`src/rtl/dbg_cmd_tx.sv`:
```
// -----------------------------------------------------------------------------
// dbg_cmd_tx
//
// Command transmitter at the head of the debug-governor daisy chain. Accepts
// one register-write request per AXI-Stream handshake and serialises it into
// a two-flit command (header, then data) on a stream that never stalls.
// After every data flit a programmable number of idle cycles is inserted so
// downstream governors and their pipeline registers can settle.
//
// Header flit layout:
//   [DATA_WIDTH-1 -: ADDR_WIDTH]  governor address
//   [REG_WIDTH-1:0]               register select
//   all other bits                0
// ADDR_WIDTH+REG_WIDTH must not exceed DATA_WIDTH, or the two fields overlap.
// That configuration is not checked here.
//
// Ports:
//   clk             clock, rising edge
//   rst             asynchronous active-high reset
//   req_TDATA       request {addr, reg, value}
//   req_TVALID      request valid
//   req_TREADY      block is idle and can take a request
//   cmd_out_TDATA   command flit, 0 whenever cmd_out_TVALID is low
//   cmd_out_TVALID  flit valid (there is no back-pressure)
//   busy            a command is in flight (any state but IDLE)
//   sent_count      completed commands, wraps modulo 2^CNT_SIZE
// -----------------------------------------------------------------------------
module dbg_cmd_tx #(
    parameter int DATA_WIDTH = 32,
    parameter int ADDR_WIDTH = 10,
    parameter int REG_WIDTH  = 4,
    parameter int GAP_CYCLES = 1,
    parameter int CNT_SIZE   = 16
) (
    input  logic                                     clk,
    input  logic                                     rst,
    input  logic [ADDR_WIDTH+REG_WIDTH+DATA_WIDTH-1:0] req_TDATA,
    input  logic                                     req_TVALID,
    output logic                                     req_TREADY,
    output logic [DATA_WIDTH-1:0]                    cmd_out_TDATA,
    output logic                                     cmd_out_TVALID,
    output logic                                     busy,
    output logic [CNT_SIZE-1:0]                      sent_count
);

    localparam int REQ_WIDTH = ADDR_WIDTH + REG_WIDTH + DATA_WIDTH;

    // The gap counter only has to hold GAP_CYCLES-1; keep at least one bit so
    // the design stays legal when GAP_CYCLES is 0, 1 or 2.
    localparam int GAP_W = (GAP_CYCLES > 2) ? $clog2(GAP_CYCLES) : 1;
    localparam logic [GAP_W-1:0] GAP_LOAD =
        (GAP_CYCLES > 0) ? GAP_W'(GAP_CYCLES - 1) : '0;

    typedef enum logic [1:0] {
        IDLE = 2'd0,
        HDR  = 2'd1,
        DATA = 2'd2,
        GAP  = 2'd3
    } state_e;

    // Request fields.
    logic [ADDR_WIDTH-1:0] req_addr;
    logic [REG_WIDTH-1:0]  req_reg;
    logic [DATA_WIDTH-1:0] req_value;

    assign req_addr  = req_TDATA[REQ_WIDTH-1 -: ADDR_WIDTH];
    assign req_reg   = req_TDATA[DATA_WIDTH +: REG_WIDTH];
    assign req_value = req_TDATA[DATA_WIDTH-1:0];

    // State and registered outputs.
    state_e                state_q,      state_d;
    logic [DATA_WIDTH-1:0] value_q,      value_d;
    logic [GAP_W-1:0]      gap_cnt_q,    gap_cnt_d;
    logic                  cmd_valid_q,  cmd_valid_d;
    logic [DATA_WIDTH-1:0] cmd_data_q,   cmd_data_d;
    logic [CNT_SIZE-1:0]   sent_count_q, sent_count_d;

    // Header flit built straight from the incoming request so that it can be
    // registered on the accepting edge. The header register therefore doubles
    // as the holding register for addr/reg; only the value needs its own.
    logic [DATA_WIDTH-1:0] header;

    always_comb begin
        header                              = '0;
        header[DATA_WIDTH-1 -: ADDR_WIDTH]  = req_addr;
        header[REG_WIDTH-1:0]               = req_reg;
    end

    always_comb begin
        // NOTE: every signal gets a default before the case so no path leaves
        // it unassigned; a missing default would infer a latch.
        state_d      = state_q;
        value_d      = value_q;
        gap_cnt_d    = gap_cnt_q;
        sent_count_d = sent_count_q;
        // The flit output is idle (valid 0, data 0) unless a state says so.
        cmd_valid_d  = 1'b0;
        cmd_data_d   = '0;

        unique case (state_q)
            IDLE: begin
                if (req_TVALID) begin
                    value_d     = req_value;
                    state_d     = HDR;
                    cmd_valid_d = 1'b1;
                    cmd_data_d  = header;
                end
            end

            HDR: begin
                state_d     = DATA;
                cmd_valid_d = 1'b1;
                cmd_data_d  = value_q;
            end

            DATA: begin
                // The data flit is on the wire this cycle; the command is
                // complete at the edge that ends it.
                sent_count_d = sent_count_q + CNT_SIZE'(1);
                if (GAP_CYCLES > 0) begin
                    state_d   = GAP;
                    gap_cnt_d = GAP_LOAD;
                end else begin
                    state_d = IDLE;
                end
            end

            GAP: begin
                if (gap_cnt_q == '0) begin
                    state_d = IDLE;
                end else begin
                    gap_cnt_d = gap_cnt_q - GAP_W'(1);
                end
            end

            default: state_d = IDLE;
        endcase
    end

    // NOTE: sequential state uses non-blocking assignments so every flop
    // samples the pre-edge values regardless of statement order.
    always_ff @(posedge clk or posedge rst) begin
        if (rst) begin
            state_q      <= IDLE;
            value_q      <= '0;
            gap_cnt_q    <= '0;
            cmd_valid_q  <= 1'b0;
            cmd_data_q   <= '0;
            sent_count_q <= '0;
        end else begin
            state_q      <= state_d;
            value_q      <= value_d;
            gap_cnt_q    <= gap_cnt_d;
            cmd_valid_q  <= cmd_valid_d;
            cmd_data_q   <= cmd_data_d;
            sent_count_q <= sent_count_d;
        end
    end

    // Ready and busy are plain decodes of the registered state, never of
    // req_TVALID, so there is no combinational path from input to ready.
    assign req_TREADY     = (state_q == IDLE);
    assign busy           = (state_q != IDLE);
    assign cmd_out_TVALID = cmd_valid_q;
    assign cmd_out_TDATA  = cmd_data_q;
    assign sent_count     = sent_count_q;

endmodule

```
`config.mk`:
```
export PLATFORM = sky130hd
export DESIGN_NAME = dbg_cmd_tx
export DESIGN_NICKNAME = d
export VERILOG_FILES = /design/src/rtl/dbg_cmd_tx.sv
export SDC_FILE = /design/constraint.sdc
export NUM_CORES = 1
export LEC_CHECK = 0
export CAP_MARGIN = 20
export CORE_ASPECT_RATIO = 0.9
export CORE_MARGIN = 4
export CORE_UTILIZATION = 49
export CTS_BUF_LIST = sky130_fd_sc_hd__clkbuf_4 sky130_fd_sc_hd__clkbuf_8 sky130_fd_sc_hd__clkbuf_16
export DETAILED_ROUTE_END_ITERATION = 6
export PLACE_DENSITY = 0.84
export SLEW_MARGIN = 40
export SYNTH_ARGS = -nofsm -noshare
export SYNTH_HDL_FRONTEND = slang
export SYNTH_SLANG_ARGS = --single-unit
export TNS_END_PERCENT = 30
```
`constraint.sdc`:
```
create_clock -name clk -period 5.9 [get_ports clk]
set_clock_uncertainty 0.1 [all_clocks]
set_input_delay 1.18 -clock clk [delete_from_list [all_inputs] [get_ports clk]]
set_output_delay 1.18 -clock clk [all_outputs]
set_load 0.02 [all_outputs]
```
# After elaboration in Yosys (flattened, before gate mapping)
# Index checks and enable logic that the tools add are counted.
word_totals:
  latchBits: 0
  input_bits: 49
  mem_bits_ro: 0
  register_bits: 84
  wordCells: 27
  ram_bits: 0
  output_inout_bits: 51
  n_memories: 0
classes:
  mul: 0
  addsub: 2
  reduce_logical: 5
  n_bitwise: 0
  n_div: 0
  n_lt_le_gt_ge: 0
  n_mux: 9
  shifts: 0
  eq_ne: 5
ops:
  columns: ["operator", "count"]
  rows:
  - ["$pmux W32 S2", 1]
  - ["$mux W32", 1]
  - ["$add A16 B1 Y16 const B", 1]
  - ["$pmux W2 S4", 1]
  - ["$eq A2 B2 Y1 const B", 2]
  - ["$mux W2", 2]
  - ["$ne A2 B2 Y1 const B", 2]
  - ["$pmux W1 S2", 2]
  - ["$reduce_and A2 Y1", 2]
  - ["$reduce_bool A2 Y1", 2]
  - ["$eq A2 B1 Y1 const B", 1]
  - ["$logic_not A2 Y1", 1]
  - ["$mux W1", 2]
  - ["$sub A1 B1 Y1 const B", 1]

# Longest topological paths before layout
logic_depth:
  depth_word: 3
  ltp_mapped: 7
  ltp_nobuf: 5

# Worst setup path before layout
# OpenSTA, ideal clock, no wires.
synth_timing:
  path_type: "reg2out"
  from: "register state_q[0]"
  to: "output busy"
  path_stages_with_launch: 4
  slack_ps: 3668
  n_path_buf: 0
  arrival_time_ps: 952
  required_time_ps: 4620
  path_cell_list: "dfrtp_1 > inv_1 > ha_1 > inv_1"
synth_between:
  elab_chain_cells: 1
synth_rtl:
  columns: ["item", "line_no", "rtl"]
  rows:
  - ["from (decl)", "71", "state_e state_q, state_d;"]
  - ["from (signal assigned)", "151", "state_q <= state_d;"]
  - ["$reduce_bool A2 Y1", "163", "assign busy = (state_q != IDLE);"]
  - ["to (decl)", "42", "output logic busy,"]
# Every way passes these cells.

# Final worst setup path
layout_timing:
  from: "register state_q[1]"
  to: "output req_TREADY"
layout_between:
  elab_chain_cells: 1
layout_rtl:
  columns: ["item", "line_no", "rtl"]
  rows:
  - ["$logic_not A2 Y1", "162", "assign req_TREADY = (state_q == IDLE);"]
  - ["to (decl)", "39", "output logic req_TREADY,"]
# Every way passes these cells.

==> impl_metrics.tcl <==
set metrics [dict create \
    layout_common_cells "100 x nand2_1, 99 x clkdlybuf4s50_1, 83 x dfrtp_1, 18 x and2_1, 14 x a22o_1" \
    route.detailed.wl_per_inst_um 14.1 \
    first_pass_iters 4 \
    grt_overflow 0 \
    rsz0062_at_grt "false" \
    fillCellCount 442 \
    drc 0 \
    cts_hold_buf 0 \
    rows 27 \
    finalSetupTns_ps 0 \
    postCtsSetupRepairBufs 0 \
    period_needed_ps 3030 \
    leakage_nw 2.15 \
    syn_inst 281 \
    cts_buffer_depth 2 \
    max_slew.worst_pin.slew_ps 624 \
    drv_slew 0 \
    final_common_cell "nand2_1" \
    clk_latency_ps 350 \
    p_per_area_nw_per_um2 469 \
    grt_pass1_wl_um 11200 \
    synth_top_family_by_area "simple AND/OR/NAND/NOR gates" \
    setup.worst_path.start_class "register" \
    nNetsFinal 434 \
    cts_buffers 9 \
    synth_seq_cells 83 \
    synthAdderAreaFrac_pct 1.98 \
    synth.distinct_cells 22 \
    ys_seq_area_share_pct 65.7 \
    critPathMaxFanout 5 \
    area_growth_pct 41.6 \
    htree_levels 3 \
    layout_setup_ws_ps 2870 \
    critPathCaptureType "output port" \
    min_path_type "reg2reg" \
    yosys.area_share.xor_xnor_pct 4.16 \
    synth-compound-area-share_pct 4.04 \
    yosysWarnings 0 \
    syn_nets 335 \
    cts_tree "built" \
    outcome "completed" \
    vias 2259 \
    grt_max_degree 49 \
    drt-total-wl_um 6670 \
    via_per_inst 4.79 \
    syn-mean-instance-area_um2 11.3 \
    pre_cts_ws_ps 3060 \
    cts.clk_slew.worst_paths_ps 80 \
    antenna_left 0 \
    hold_violations 0 \
    die_w_um 92.7 \
    slew_headroom_pct 58.2 \
    grt_usage_pct 18.6 \
    pin_count 100 \
    antenna_cells 0 \
    cts-root-buf "clkbuf_8" \
    synthesis.area_um2 3160 \
    die_area_um2 7800 \
    antenna_found_initial 0 \
    drt_iter0_markers 69 \
    fin_crit_sh_pct 51.4 \
    portBuffers 99 \
    cts_resized 0 \
    gp_congestion 0.759 \
    max_freq_mhz 330 \
    core_area_um2 6180 \
    drive_above_1_share_pct 7.53 \
    grt_pass1_vias 2377 \
    synth-simple-area-share_pct 21.2 \
    peakVddDrop_uv 236 \
    start_util_pct 51.1 \
    synth.area.mux_share_pct 0.712 \
    finalSetupViolations 0 \
    crit_arrival_ps 1750 \
    crit_required_ps 4620 \
    path_class "reg2out" \
    die_y_um 84.2 \
    drv_cap 0 \
    hpwl_um 4500 \
    numClockSinks 83 \
]
## critical path: stages, from the launching register on
cell and delay [ps]:
dfrtp_1 400, inv_1 110, ha_1 250, clkdlybuf4s50_1 640
## cell usage after synthesis
library cell    n  area [µm²]
nor2_1          3        11.3
buf_1           4        15.0
ha_1            5        62.6
nand4_1         3        18.8
nand4_4         1        21.3
inv_1           6        22.5
nor4_2          4        50.1
nor3_1          5        25.0
a21oi_1         1        5.00
mux2_2          2        22.5
a22o_1         14         123
and2_1         19         119
nand2_1       101         379
nand2b_1        1        6.26
xnor2_1         5        43.8
buf_2           3        15.0
dfrtp_1        83        2080
nand3_1         4        20.0
xor2_1         10        87.6
clkbuf_1        5        18.8
nand4_2         1        12.5
nor2b_1         1        6.26
## final timing paths
check | start | to | slack, ps | cells after the start
min in group asynchronous | rst | cmd_out_TDATA[14]$_DFF_PP0_ | 1150 | 2
worst max-delay path | state_q[1]$_DFFE_PP0P_ | req_TREADY | 2870 | 3
max in group asynchronous | rst | value_q[1]$_DFFE_PP0P_ | 3700 | 3
worst min-delay path | value_q[11]$_DFFE_PP0P_ | value_q[11]$_DFFE_PP0P_ | 370 | 2
worst max register to register | state_q[0]$_DFFE_PP0P_ | sent_count[15]$_DFFE_PP0N_ | 4090 | 5
worst min register to register | value_q[11]$_DFFE_PP0P_ | value_q[11]$_DFFE_PP0P_ | 370 | 2
## per-layer routing
metal  GRT usage, %  share of wire, %  vias to the layer above
met1           22.7                42                     1074
met3           7.89               9.4                       10
met2           29.4                47                       80
met4           7.19               1.4                        0
li1               -                 -                     1095
met5              0                 0                        -
## power breakdown
group | internal [mW] | switching [mW] | total (mW)
clock | 0.284 | 0.208 | 0.492
combinational | 0.340 | 0.387 | 0.727
sequential | 0.772 | 0.111 | 0.882
## through the flow
stage | power [mW] | hold slack [ps] | cell area [µm²] | util (%) | instances
after CTS | 2.13 | 375 | 4480 | 72.4 | 472
final | 2.10 | 372 | 4480 | 72.4 | 472
after global placement | 1.59 | 350 | 4220 | 68.3 | 456
after global routing | 2.23 | 402 | 4480 | 72.4 | 472
after detailed placement | 1.63 | 355 | 4230 | 68.4 | 456
after floorplan | 1.30 | 337 | 3160 | - | 281
## kinds of logic (layout without fill, tap and decap cells)
logic type,Yosys count,count (layout)
mux,2,2
fa+ha+maj,5,5
compound gates,15,15
xor+xnor,15,15
buf+inv,18,122
flops,83,83
simple gates,143,143
## area by class of cell
cell class,count,area (µm²),share of cell area (%)
Sequential cell,83,2080,46.4
Inverter,6,25.0,0.559
Tap cell,87,109,2.43
Timing Repair Buffer,100,998,22.3
Clock buffer,9,124,2.77
Multi-Input combinational cell,180,1020,22.8
Clock inverter,7,124,2.77
## flip-flops by register name, summed over array words and instances (netlist names)
register,flops
cmd_out_TVALID,1
value_q,32
state_q,2
sent_count,16
cmd_out_TDATA,32
Note: power is estimated with default switching activity, not from simulation.
